--- src/rtl/servo_pkg.sv ---
// Shared definitions for the servo output stage: rail debounce states and
// the bit positions of the two railed flags.
package servo_pkg;

    typedef enum logic [1:0] {
        RAIL_CLEAR    = 2'd0,
        RAIL_COUNTING = 2'd1,
        RAIL_RAILED   = 2'd2
    } rail_state_t;

    localparam int unsigned RAIL_LO = 0;
    localparam int unsigned RAIL_HI = 1;

endpackage

--- src/rtl/rail_debounce.sv ---
// Debounces one side's clamp flag: asserts railed after RAIL_COUNT consecutive
// clamped ticks, drops immediately on the first unclamped tick or when disabled.
module rail_debounce
    import servo_pkg::*;
#(
    parameter int unsigned RAIL_COUNT = 4'h8
) (
    input  logic clk,
    input  logic rst,
    input  logic enable,
    input  logic tick,
    input  logic flag,
    output logic railed
);

    localparam int unsigned CNT_W = (RAIL_COUNT < 2) ? 1 : $clog2(RAIL_COUNT + 1);
    localparam logic [CNT_W-1:0] CNT_LAST = CNT_W'(RAIL_COUNT);
    localparam logic [CNT_W-1:0] CNT_ONE  = CNT_W'(1);

    rail_state_t      state, state_nxt;
    logic [CNT_W-1:0] cnt, cnt_nxt;

    always_ff @(posedge clk) begin
        if (rst) begin
            state <= RAIL_CLEAR;
            cnt   <= '0;
        end else begin
            state <= state_nxt;
            cnt   <= cnt_nxt;
        end
    end

    always_comb begin
        state_nxt = state;
        cnt_nxt   = cnt;
        if (!enable) begin
            state_nxt = RAIL_CLEAR;
            cnt_nxt   = '0;
        end else if (tick) begin
            if (!flag) begin
                state_nxt = RAIL_CLEAR;
                cnt_nxt   = '0;
            end else begin
                case (state)
                    RAIL_CLEAR: begin
                        cnt_nxt   = CNT_ONE;
                        state_nxt = (RAIL_COUNT <= 1) ? RAIL_RAILED : RAIL_COUNTING;
                    end
                    RAIL_COUNTING: begin
                        cnt_nxt = cnt + CNT_ONE;
                        if (cnt_nxt >= CNT_LAST)
                            state_nxt = RAIL_RAILED;
                    end
                    RAIL_RAILED: state_nxt = RAIL_RAILED;
                    default: begin
                        state_nxt = RAIL_CLEAR;
                        cnt_nxt   = '0;
                    end
                endcase
            end
        end
    end

    assign railed = (state == RAIL_RAILED);

endmodule

--- src/rtl/servo_output_limiter.sv ---
// Output conditioning between loop filter and DAC: offset, clamp to rails,
// per-update slew limit, and debounced railed flags for anti-windup.
module servo_output_limiter
    import servo_pkg::*;
#(
    parameter int unsigned SIGNAL_SIZE = 16,
    parameter int unsigned SLEW_SIZE   = 16,
    parameter int unsigned RAIL_COUNT  = 4'h8
) (
    input  logic                          clk_in,
    input  logic                          rst_in,
    input  logic                          on_in,
    input  logic                          update_in,
    input  logic signed [SIGNAL_SIZE-1:0] signal_in,
    input  logic signed [SIGNAL_SIZE-1:0] offset_in,
    input  logic signed [SIGNAL_SIZE-1:0] min_in,
    input  logic signed [SIGNAL_SIZE-1:0] max_in,
    input  logic        [SLEW_SIZE-1:0]   slew_in,
    output logic        [1:0]             railed_out,
    output logic signed [SIGNAL_SIZE-1:0] signal_out,
    output logic                          valid_out
);

    localparam int unsigned SW = SIGNAL_SIZE + 1;
    // Slew arithmetic width: wide enough for |target - out| and the full slew range, plus sign.
    localparam int unsigned DW = ((SW > SLEW_SIZE) ? SW : SLEW_SIZE) + 1;

    logic signed [SW-1:0]          sum_d, sum_q, lo_x, hi_x;
    logic signed [SIGNAL_SIZE-1:0] hi, target_d, target_q, out_d;
    logic                          clamp_lo_d, clamp_hi_d, clamp_lo_q, clamp_hi_q;
    logic signed [DW-1:0]          diff, mag, slew_x, stepped;

    always_comb begin
        sum_d = on_in ? (SW'(signal_in) + SW'(offset_in)) : SW'(offset_in);

        hi         = (max_in > min_in) ? max_in : min_in;
        lo_x       = SW'(min_in);
        hi_x       = SW'(hi);
        clamp_lo_d = (sum_q < lo_x);
        clamp_hi_d = (sum_q > hi_x);
        target_d   = clamp_lo_d ? min_in :
                     clamp_hi_d ? hi     : $signed(sum_q[SIGNAL_SIZE-1:0]);

        diff    = DW'(target_q) - DW'(signal_out);
        mag     = (diff < 0) ? -diff : diff;
        slew_x  = $signed(DW'(slew_in));
        stepped = (diff < 0) ? (DW'(signal_out) - slew_x) : (DW'(signal_out) + slew_x);
        if ((slew_in == '0) || (mag <= slew_x))
            out_d = target_q;
        else
            out_d = $signed(stepped[SIGNAL_SIZE-1:0]);
    end

    always_ff @(posedge clk_in) begin
        if (rst_in) begin
            sum_q      <= '0;
            target_q   <= '0;
            clamp_lo_q <= 1'b0;
            clamp_hi_q <= 1'b0;
            signal_out <= '0;
            valid_out  <= 1'b0;
        end else begin
            sum_q      <= sum_d;
            target_q   <= target_d;
            clamp_lo_q <= clamp_lo_d;
            clamp_hi_q <= clamp_hi_d;
            valid_out  <= update_in;
            if (update_in)
                signal_out <= out_d;
        end
    end

    rail_debounce #(.RAIL_COUNT(RAIL_COUNT)) u_rail_lo (
        .clk    (clk_in),
        .rst    (rst_in),
        .enable (on_in),
        .tick   (update_in),
        .flag   (clamp_lo_q),
        .railed (railed_out[RAIL_LO])
    );

    rail_debounce #(.RAIL_COUNT(RAIL_COUNT)) u_rail_hi (
        .clk    (clk_in),
        .rst    (rst_in),
        .enable (on_in),
        .tick   (update_in),
        .flag   (clamp_hi_q),
        .railed (railed_out[RAIL_HI])
    );

endmodule
--- config.mk ---
export PLATFORM = sky130hd
export DESIGN_NAME = servo_output_limiter
export DESIGN_NICKNAME = d
export VERILOG_FILES = /design/src/rtl/servo_pkg.sv /design/src/rtl/rail_debounce.sv /design/src/rtl/servo_output_limiter.sv
export SDC_FILE = /design/constraint.sdc
export NUM_CORES = 1
export LEC_CHECK = 0
export ABC_AREA = 1
export ABC_CLOCK_PERIOD_IN_PS = 5100
export CORE_UTILIZATION = 35
export CTS_CLUSTER_DIAMETER = 100
export CTS_CLUSTER_SIZE = 8
export DETAILED_ROUTE_END_ITERATION = 10
export HOLD_SLACK_MARGIN = 0.12
export REMOVE_ABC_BUFFERS = 1
export SLEW_MARGIN = 15
export SYNTH_ARGS = -nofsm -noshare
export SYNTH_HDL_FRONTEND = slang
export SYNTH_SLANG_ARGS = --single-unit
--- constraint.sdc ---
create_clock -name clk_in -period 5.1 [get_ports clk_in]
set_input_delay 0.765 -clock clk_in [delete_from_list [all_inputs] [get_ports clk_in]]
set_output_delay 0.765 -clock clk_in [all_outputs]
set_load 0.03 [all_outputs]
Yosys cells after proc, flatten, opt, wreduce, memory -nomap -nowiden
Index checks and enable logic that the tools add are counted.
- register bits: 64
- output and inout port bits: 19
- add/subtract/negate cells: 7
- magnitude comparators: 7
- equal/unequal tests: 8
- mux-type cells: 17
- bitwise gates (word level): 1
- reductions and logical operators: 9
- operators with widths (operator ; number):
    16-bit 2-to-1 mux ; 5
    4-bit case mux with 3 select lines ; 2
    18-bit by 17-bit less-or-equal comparator with 1-bit output ; 1
    18-bit 2-to-1 mux ; 1
    17-bit negator with 18-bit output ; 1
    16-bit by 16-bit adder with 17-bit output ; 1
    17-bit by 16-bit greater-than comparator with 1-bit output ; 1
    17-bit by 1-bit less-than comparator with 1-bit output, second input constant ; 1
    17-bit by 16-bit less-than comparator with 1-bit output ; 1
    17-bit 2-to-1 mux ; 1
    16-bit by 16-bit subtractor with 17-bit output ; 1
    16-bit adder ; 1
    16-bit greater-than comparator ; 1
    16-bit zero test ; 1
    16-bit subtractor ; 1
    2-bit case mux with 3 select lines ; 2
    4-bit by 1-bit adder with 4-bit output, second input constant ; 2
    4-bit greater-or-equal comparator, second input constant ; 2
    2-bit 2-to-1 mux ; 4
    4-bit 2-to-1 mux ; 2
    2-bit AND reduction ; 4
    3-bit by 2-bit != test with 1-bit output, second input constant ; 2
    2-bit by 1-bit equality test with 1-bit output, second input constant ; 2
    2-bit equality test, second input constant ; 2
    5 further kinds ; 7

Longest topological paths before layout
Gate-level depths: netlist (run 1).
- depth in word-level cells: 6
- mapped depth: 31
- gate-level depth less buffers: 29

By module
A second synthesis (run 1) with hierarchy kept.
- cells, all modules: 1286
- area total of the unflattened synthesis: 8194.1 um^2
- modules (own cells, without submodules) (module ; times used ; cells each ; area each (um^2)):
    servo_output_limiter ; 1 ; 1190 ; 7485.9
    rail_debounce ; 2 ; 48 ; 354.1

Least setup slack after synthesis (run 1)
No wires, ideal clock.
- kind: reg2reg
- start: reg signal_out[0]
- end: reg signal_out[1]
- arrival time: 3.945 ns
- setup slack: 1.023 ns
- cell stages (with the launch flop): 30
- path buffers: 3
- clock period less this slack: 4.077 ns
- cells stage by stage: dfxtp_1 ha_1 fa_1 inv_1 nand3_1 nand2_1 nand2_1 nand2_1 nand2_1 nand3_1 nand2_1 inv_2 clkbuf_1 buf_2 nand2_1 xor2_1 ha_1 a21oi_1 nor2_1 nor2_1 nand4_1 nand2_1 a21oi_1 o21ai_0 nand2_4 nand2_4 buf_6 nand2_1 nand3_1 a21oi_1
- cells in the longest elaborated chain, start to end: 6
- elaborated cells between the ends (all ways): 10
- classes of those cells: add/sub (4); order compare (2); mux (3); reduce/logical (1)
- ends and longest elaborated chain (what ; RTL line ; RTL):
    from (decl) ; servo_output_limiter.sv:20 ; output logic signed [SIGNAL_SIZE-1:0] signal_out,
    from (signal assigned) ; servo_output_limiter.sv:69 ; signal_out <= out_d;
    16-bit by 16-bit subtractor with 17-bit output ; servo_output_limiter.sv:44 ; diff = DW'(target_q) - DW'(signal_out);
    17-bit negator with 18-bit output / 17-bit by 1-bit less-than comparator with 1-bit output (equally long branches) ; servo_output_limiter.sv:45, servo_output_limiter.sv:47 ;
    18-bit 2-to-1 mux ; servo_output_limiter.sv:45 ; mag = (diff < 0) ? -diff : diff;
    18-bit by 17-bit less-or-equal comparator with 1-bit output ; servo_output_limiter.sv:48 ; if ((slew_in == '0) || (mag <= slew_x))
    1-bit logical OR ; servo_output_limiter.sv:48 ;
    16-bit 2-to-1 mux * ; servo_output_limiter.sv:48 ;
Every way passes the cells marked *; elsewhere a longest branch is shown, timed or not.
A chain may end at the register's enable or synchronous reset.

Final worst setup path (run 1)
- start: in min_in[5]
- end: reg target_q[9]
- cells in the longest elaborated chain, start to end: 5
- elaborated cells between the ends (all ways): 6
- classes of those cells: order compare (3); mux (3)
- ends and longest elaborated chain (what ; RTL line ; RTL):
    from (decl) ; servo_output_limiter.sv:16 ; input logic signed [SIGNAL_SIZE-1:0] min_in,
    16-bit greater-than comparator ; servo_output_limiter.sv:36 ; hi = (max_in > min_in) ? max_in : min_in;
    16-bit 2-to-1 mux ; servo_output_limiter.sv:36 ;
    17-bit by 16-bit greater-than comparator with 1-bit output ; servo_output_limiter.sv:40 ; clamp_hi_d = (sum_q > hi_x);
    16-bit 2-to-1 mux ; servo_output_limiter.sv:42 ; clamp_hi_d ? hi : $signed(sum_q[SIGNAL_SIZE-1:0]);
    16-bit 2-to-1 mux * ; servo_output_limiter.sv:41 ; target_d = clamp_lo_d ? min_in :
    to (signal assigned) ; servo_output_limiter.sv:64 ; target_q <= target_d;
    to (decl) ; servo_output_limiter.sv:29 ; logic signed [SIGNAL_SIZE-1:0] hi, target_d, target_q, out_d;
Marks and branches as above.

==> results of run 1 <==
## registers in the layout, indices dropped and copies added (netlist names)
| signal | flops |
|---|---|
| u_rail_lo.state | 2 |
| clamp_lo_q | 1 |
| u_rail_hi.cnt | 4 |
| sum_q | 17 |
| u_rail_hi.state | 2 |
| u_rail_lo.cnt | 4 |
| valid_out | 1 |
| signal_out | 16 |
| clamp_hi_q | 1 |
| target_q | 16 |
## power groups by stage
stage | Sequential, W | Combinational, W | Clock [W]
6_report | 0.000685 | 0.00442 | 0.000558
2_1_floorplan | 0.000721 | 0.00326 | 0
4_1_cts | 0.000685 | 0.00441 | 0.000571
3_5_place_dp | 0.000695 | 0.00437 | 0
3_3_place_gp | 0.000696 | 0.00432 | 0
5_1_grt | 0.000694 | 0.00507 | 0.000594
## cell usage in the layout, fill, tap and decap left out, types with 9 or more instances in the layout
| cell | instances |
|---|---|
| nor3_1 | 14 |
| a21oi_1 | 98 |
| clkdlybuf4s50_1 | 102 |
| nand2_1 | 317 |
| nand3_1 | 83 |
| buf_4 | 15 |
| o21ai_0 | 61 |
| xnor2_1 | 15 |
| inv_1 | 198 |
| nor2_1 | 97 |
| xor2_1 | 41 |
| dfxtp_1 | 64 |
| ha_1 | 124 |
| nand4_1 | 29 |
| clkbuf_16 | 9 |
## critical path, stage by stage
cell and delay (ns):
clkdlybuf4s50_1 0.52, inv_1 0.10, ha_1 0.31, nand2_1 0.06, nor2_1 0.21, nand2_1 0.08
o211ai_1 0.13, nand2_1 0.09, nand2_1 0.09, nand2_1 0.05, o21ai_1 0.09, nand2_1 0.08
buf_4 0.19, o21ai_0 0.31, ha_1 0.35, a21oi_1 0.15, o21ai_0 0.10, a21oi_1 0.15
nand3_1 0.12, or2_2 0.30, nand2_2 0.16, clkinvlp_4 0.10, buf_4 0.18, nand2_1 0.07
nand4_1 0.09, nand2_1 0.10
## path summary, 6_finish.rpt
kind                 endpoint  cells after the start  slack [ns]             start
max               target_q[9]                     26        0.41         min_in[5]
min          u_rail_lo.cnt[2]                      1        0.45  u_rail_lo.cnt[2]
max reg2reg     signal_out[5]                     28        0.55       target_q[0]
min reg2reg  u_rail_lo.cnt[2]                      1        0.45  u_rail_lo.cnt[2]
## through the flow
stage	setup TNS, ns	std cells	setup WS (ns)
6_report	0	1625	0.414
4_1_cts	0	1621	0.280
5_1_grt	0	1625	0.0152
2_1_floorplan	0	1212	0.690
3_3_place_gp	0	1605	0.106
3_5_place_dp	-0.305	1605	-0.0451
## timing repair
| action | CTS | global route |
|---|---|---|
| hold buffers | 0 | 0 |
| setup endpoints to repair | 0 | 16 |
| gates resized for setup | 0 | 3 |
| setup buffers | 0 | 4 |
| hold endpoints to repair | 0 | 0 |
## cell families after synthesis
group           Yosys count  synth area share [%]
compound gates          195                  13.7
xor+xnor                 56                  6.33
fa+ha+maj               127                  20.8
buf+inv                 231                  11.5
flops                    64                  16.5
simple gates            566                  31.1
## metal layers
metal  routed length, um  global-route usage (%)
met4                 437                    5.95
met1                9920                    23.6
met2               10000                    34.3
met5                   0                       0
met3                 905                    2.68
## layout make-up
cell class              instances  area (sq um)
fillers                      2318         12400
multi-input cells             944          5580
flip-flops and latches         64          1280
repair buffers                117          1130
inverters                     204           769
well taps                     280           350
clock buffers                  10           229
clock inverters                 6          36.3
==> reports/qor.txt, run 1 <==
status = finished clean
post-DR wirelength/cell = 13.1 um
Synth area leader = ha_1
Post-synth EDFFs = 0
clock-pin slew on the worst setup and hold paths = 0.06 ns
CTS buffer count = 9
Tightest Hold Check Type = flop to flop
Ports = 103
combinational power share = 78.0%
final hold slack = 0.454 ns
leakage = 4.79 nW
number of global-route vias before repair = 7621
CTS tree = yes
post-DP HPWL = 17600 um
Worst EP arrival = 4.95 ns
Setup-failing EPs final = 0
clk_lat worst skew = 0.33 ns
Mapped Area = 0.00775 sq mm
most common flop cell mapped by yosys = dfxtp_1
Worst Setup Path Type = primary input to flop
Chip Width = 151 um
maximum root-to-sink buffer count = 2
core area = 0.0218 sq mm
Fmax = 213 MHz
share of layout cells above drive strength 1 = 3.49%
Starting Density = 35.6%
Die Ht = 151 um
Routability Congestion = 0.857
Post-synth top cells = nand2_1, inv_1, ha_1, a21oi_1, nor2_1
drt first pass iters = 4
Post-synth ARST share = 0%
post-synthesis cell type count = 42
CP Capture Type = flop
yosys warns = 0
First DRT Iteration DRCs = 397
pwr dens = 603 mW/mm^2
worst slew pin tran = 0.865 ns
Yosys reg bits = 64
initial antenna violation count = 0
startpoint types = primary input
Design Power = 0.00566 W
H-tree depth = 3
Final period util = 91.9%
first-pass GRT wire length = 35000 um
total number of vias = 7873
Die Area = 0.0227 sq mm
WL final = 21300 um
clk_skew = 0.00614 ns
switching power of the nets = 0.00308 W
drt drc = 0
nets@finish = 1551
MaxCap Viol Count = 0
Int Power = 0.00258 W
Clk pwr share = 9.9%
# rows = 54
Post-Syn Area per Cell = 6.25 sq um
# port buffers = 102
crit-path max FO = 16
count leader, synth = nand2_1
Hold Violations, Final = 0
largest net degree at the start of global routing = 30
vias per cell = 4.84
RSZ-0062 raised after global routing = no
Mapped Cells = 1239
Placed Area = 0.00908 sq mm
antenna-violating nets left = 0
Util after Layout = 43.1%
Seq/Total Area, Yosys = 16.5%
crit path time final = 4.69 ns
Clock Root Buffer = clkbuf_16
Syn-to-layout area delta = 21.1%
Worst Path Required = 5.37 ns
Diodes inserted = 0
max_slew headroom = 42.3%
Seq pwr share = 12.1%
Peak VDD IR = 366 uV
Sw Ratio = 54.5%
post-synth top area share = 20.0%
final-report max-slew violation count = 0
synth top area cells = ha_1, dfxtp_1, nand2_1
clk sinks = 64
global route overflow = 0
fin area = 0.00938 sq mm
Total GRT Usage = 19.2%
Note: power is estimated with default switching activity, not from simulation.
==> inputs of run 2 (changes only) <==
- CORE_MARGIN: not set -> 2
- CORE_UTILIZATION: 35 -> 55
- PLACE_DENSITY: not set -> 0.8
==> reports/qor.txt, run 2 (synthesis gave the netlist of run 1 again) <==
status = finished clean
startpoint types = primary input
clock-pin slew on the worst setup and hold paths = 0.06 ns
vias per cell = 5.32
Max Used Layer = met4
Peak VDD IR = 404 uV
Final period util = 92.5%
global route overflow = 0
Placed Area = 0.00894 sq mm
final hold slack = 0.466 ns
final-report max-slew violation count = 0
Fmax = 212 MHz
share of layout cells above drive strength 1 = 2.91%
initial antenna violation count = 0
Setup-failing EPs final = 0
Largest Register = sum_q
drt first pass iters = 5
fin area = 0.00922 sq mm
cell family with most CP delay = simple AND/OR/NAND/NOR gates
first-pass GRT wire length = 32600 um
Clock Root Buffer = clkbuf_16
max_slew headroom = 44.8%
met1 wire length = 8750 um
Largest regs = sum_q: 17 flops, signal_out: 16 flops, target_q: 16 flops
max reg flops = 17
nets@finish = 1545
CP Capture Type = flop
number of global-route vias before repair = 7478
CP max stage cell = clkdlybuf4s50_1
leakage = 4.77 nW
First DRT Iteration DRCs = 507
Crit path largest cell delay = 0.47 ns
post-DR wirelength/cell = 13.2 um
H-tree depth = 3
maximum root-to-sink buffer count = 2
Chip Width = 123 um
# rows = 43
DR WL met2 = 9860 um
Worst EP arrival = 4.94 ns
Worst Setup Path Type = primary input to flop
PostCTS Resize Cnt = 0
most frequent cells in the layout = nand2_1, inv_1, ha_1
core area = 0.0138 sq mm
clk_skew = 0.00463 ns
drt drc = 0
crit path time final = 4.72 ns
CTS buffer count = 9
Worst Path Required = 5.32 ns
Routability Congestion = 0.938
Starting Density = 56.0%
DR WL met3 = 900 um
clk_lat worst skew = 0.34 ns
Hold Violations, Final = 0
# port buffers = 102
antenna-violating nets left = 0
commonest non-fill, non-tap cell in the layout = nand2_1
Total GRT Usage = 26.9%
Post-CTS Setup Bufs = 0
RSZ-0062 raised after global routing = no
Total Negative Setup Slacks = 0 ns
Die Ht = 123 um
Diodes inserted = 0
WL final = 20100 um
MaxCap Viol Count = 0
total number of vias = 8072
largest net degree at the start of global routing = 30
clk sinks = 64
worst slew pin tran = 0.827 ns
Ports = 103
crit-path max FO = 21
post-DP HPWL = 16400 um
worst path bufs/invs = 4
Syn-to-layout area delta = 19.0%
CP most frequent cell = nand2_1
Tightest Hold Check Type = flop to flop
Die Area = 0.0151 sq mm
# hold bufs at CTS = 0
CTS tree = yes
pwr dens = 609 mW/mm^2
## run 2: where the power goes
group,internal (W),switching [W]
Sequential,0.000593,0.0000912
Combinational,0.00164,0.00271
Clock,0.000351,0.000223
## run 2: per-stage QoR
| stage | setup slack (ns) | instances | total power, W | util, % |
|---|---|---|---|---|
| after floorplan | 0.690 | 1212 | 0.00398 | - |
| after global placement | 0.174 | 1503 | 0.00492 | 64.6 |
| after detailed placement | 0.0368 | 1503 | 0.00499 | 64.6 |
| after CTS | 0.341 | 1518 | 0.00560 | 66.6 |
| after global routing | 0.100 | 1518 | 0.00623 | 66.7 |
| final | 0.381 | 1518 | 0.00561 | 66.7 |
## run 2: worst paths after layout
| kind | startpoint | to | slack, ns | depth (start not counted) |
|---|---|---|---|---|
| min reg2reg | u_rail_lo.cnt[2] | u_rail_lo.cnt[2] | 0.47 | 1 |
| max | min_in[15] | target_q[15] | 0.38 | 25 |
| max reg2reg | signal_out[3] | signal_out[11] | 0.52 | 24 |
| min | u_rail_lo.cnt[2] | u_rail_lo.cnt[2] | 0.47 | 1 |
## run 2: worst reg2reg max path: cells and delay by family, from the launching register on
family	cells	cell delay, ns
AOI/OAI and AO/OA	3	0.44
xor gates and xnor gates	2	0.50
adders and majority gates	2	0.64
buffers and inverters	1	0.06
DFF	1	0.41
and+or+nand+nor	16	2.40
## run 2: layer usage
metal / track usage, % / vias to the layer above
li1: - / 4240
met4: 10.9 / 0
met2: 49.2 / 202
met5: 0 / -
met1: 31.0 / 3586
met3: 4.23 / 44
## run 2: cell type report
type | count | area (sq um)
multi-input cells | 944 | 5580
fillers | 1235 | 4610
flip-flops and latches | 64 | 1280
repair buffers | 111 | 1090
inverters | 204 | 766
clock buffers | 12 | 256
well taps | 180 | 225
clock inverters | 3 | 17.5
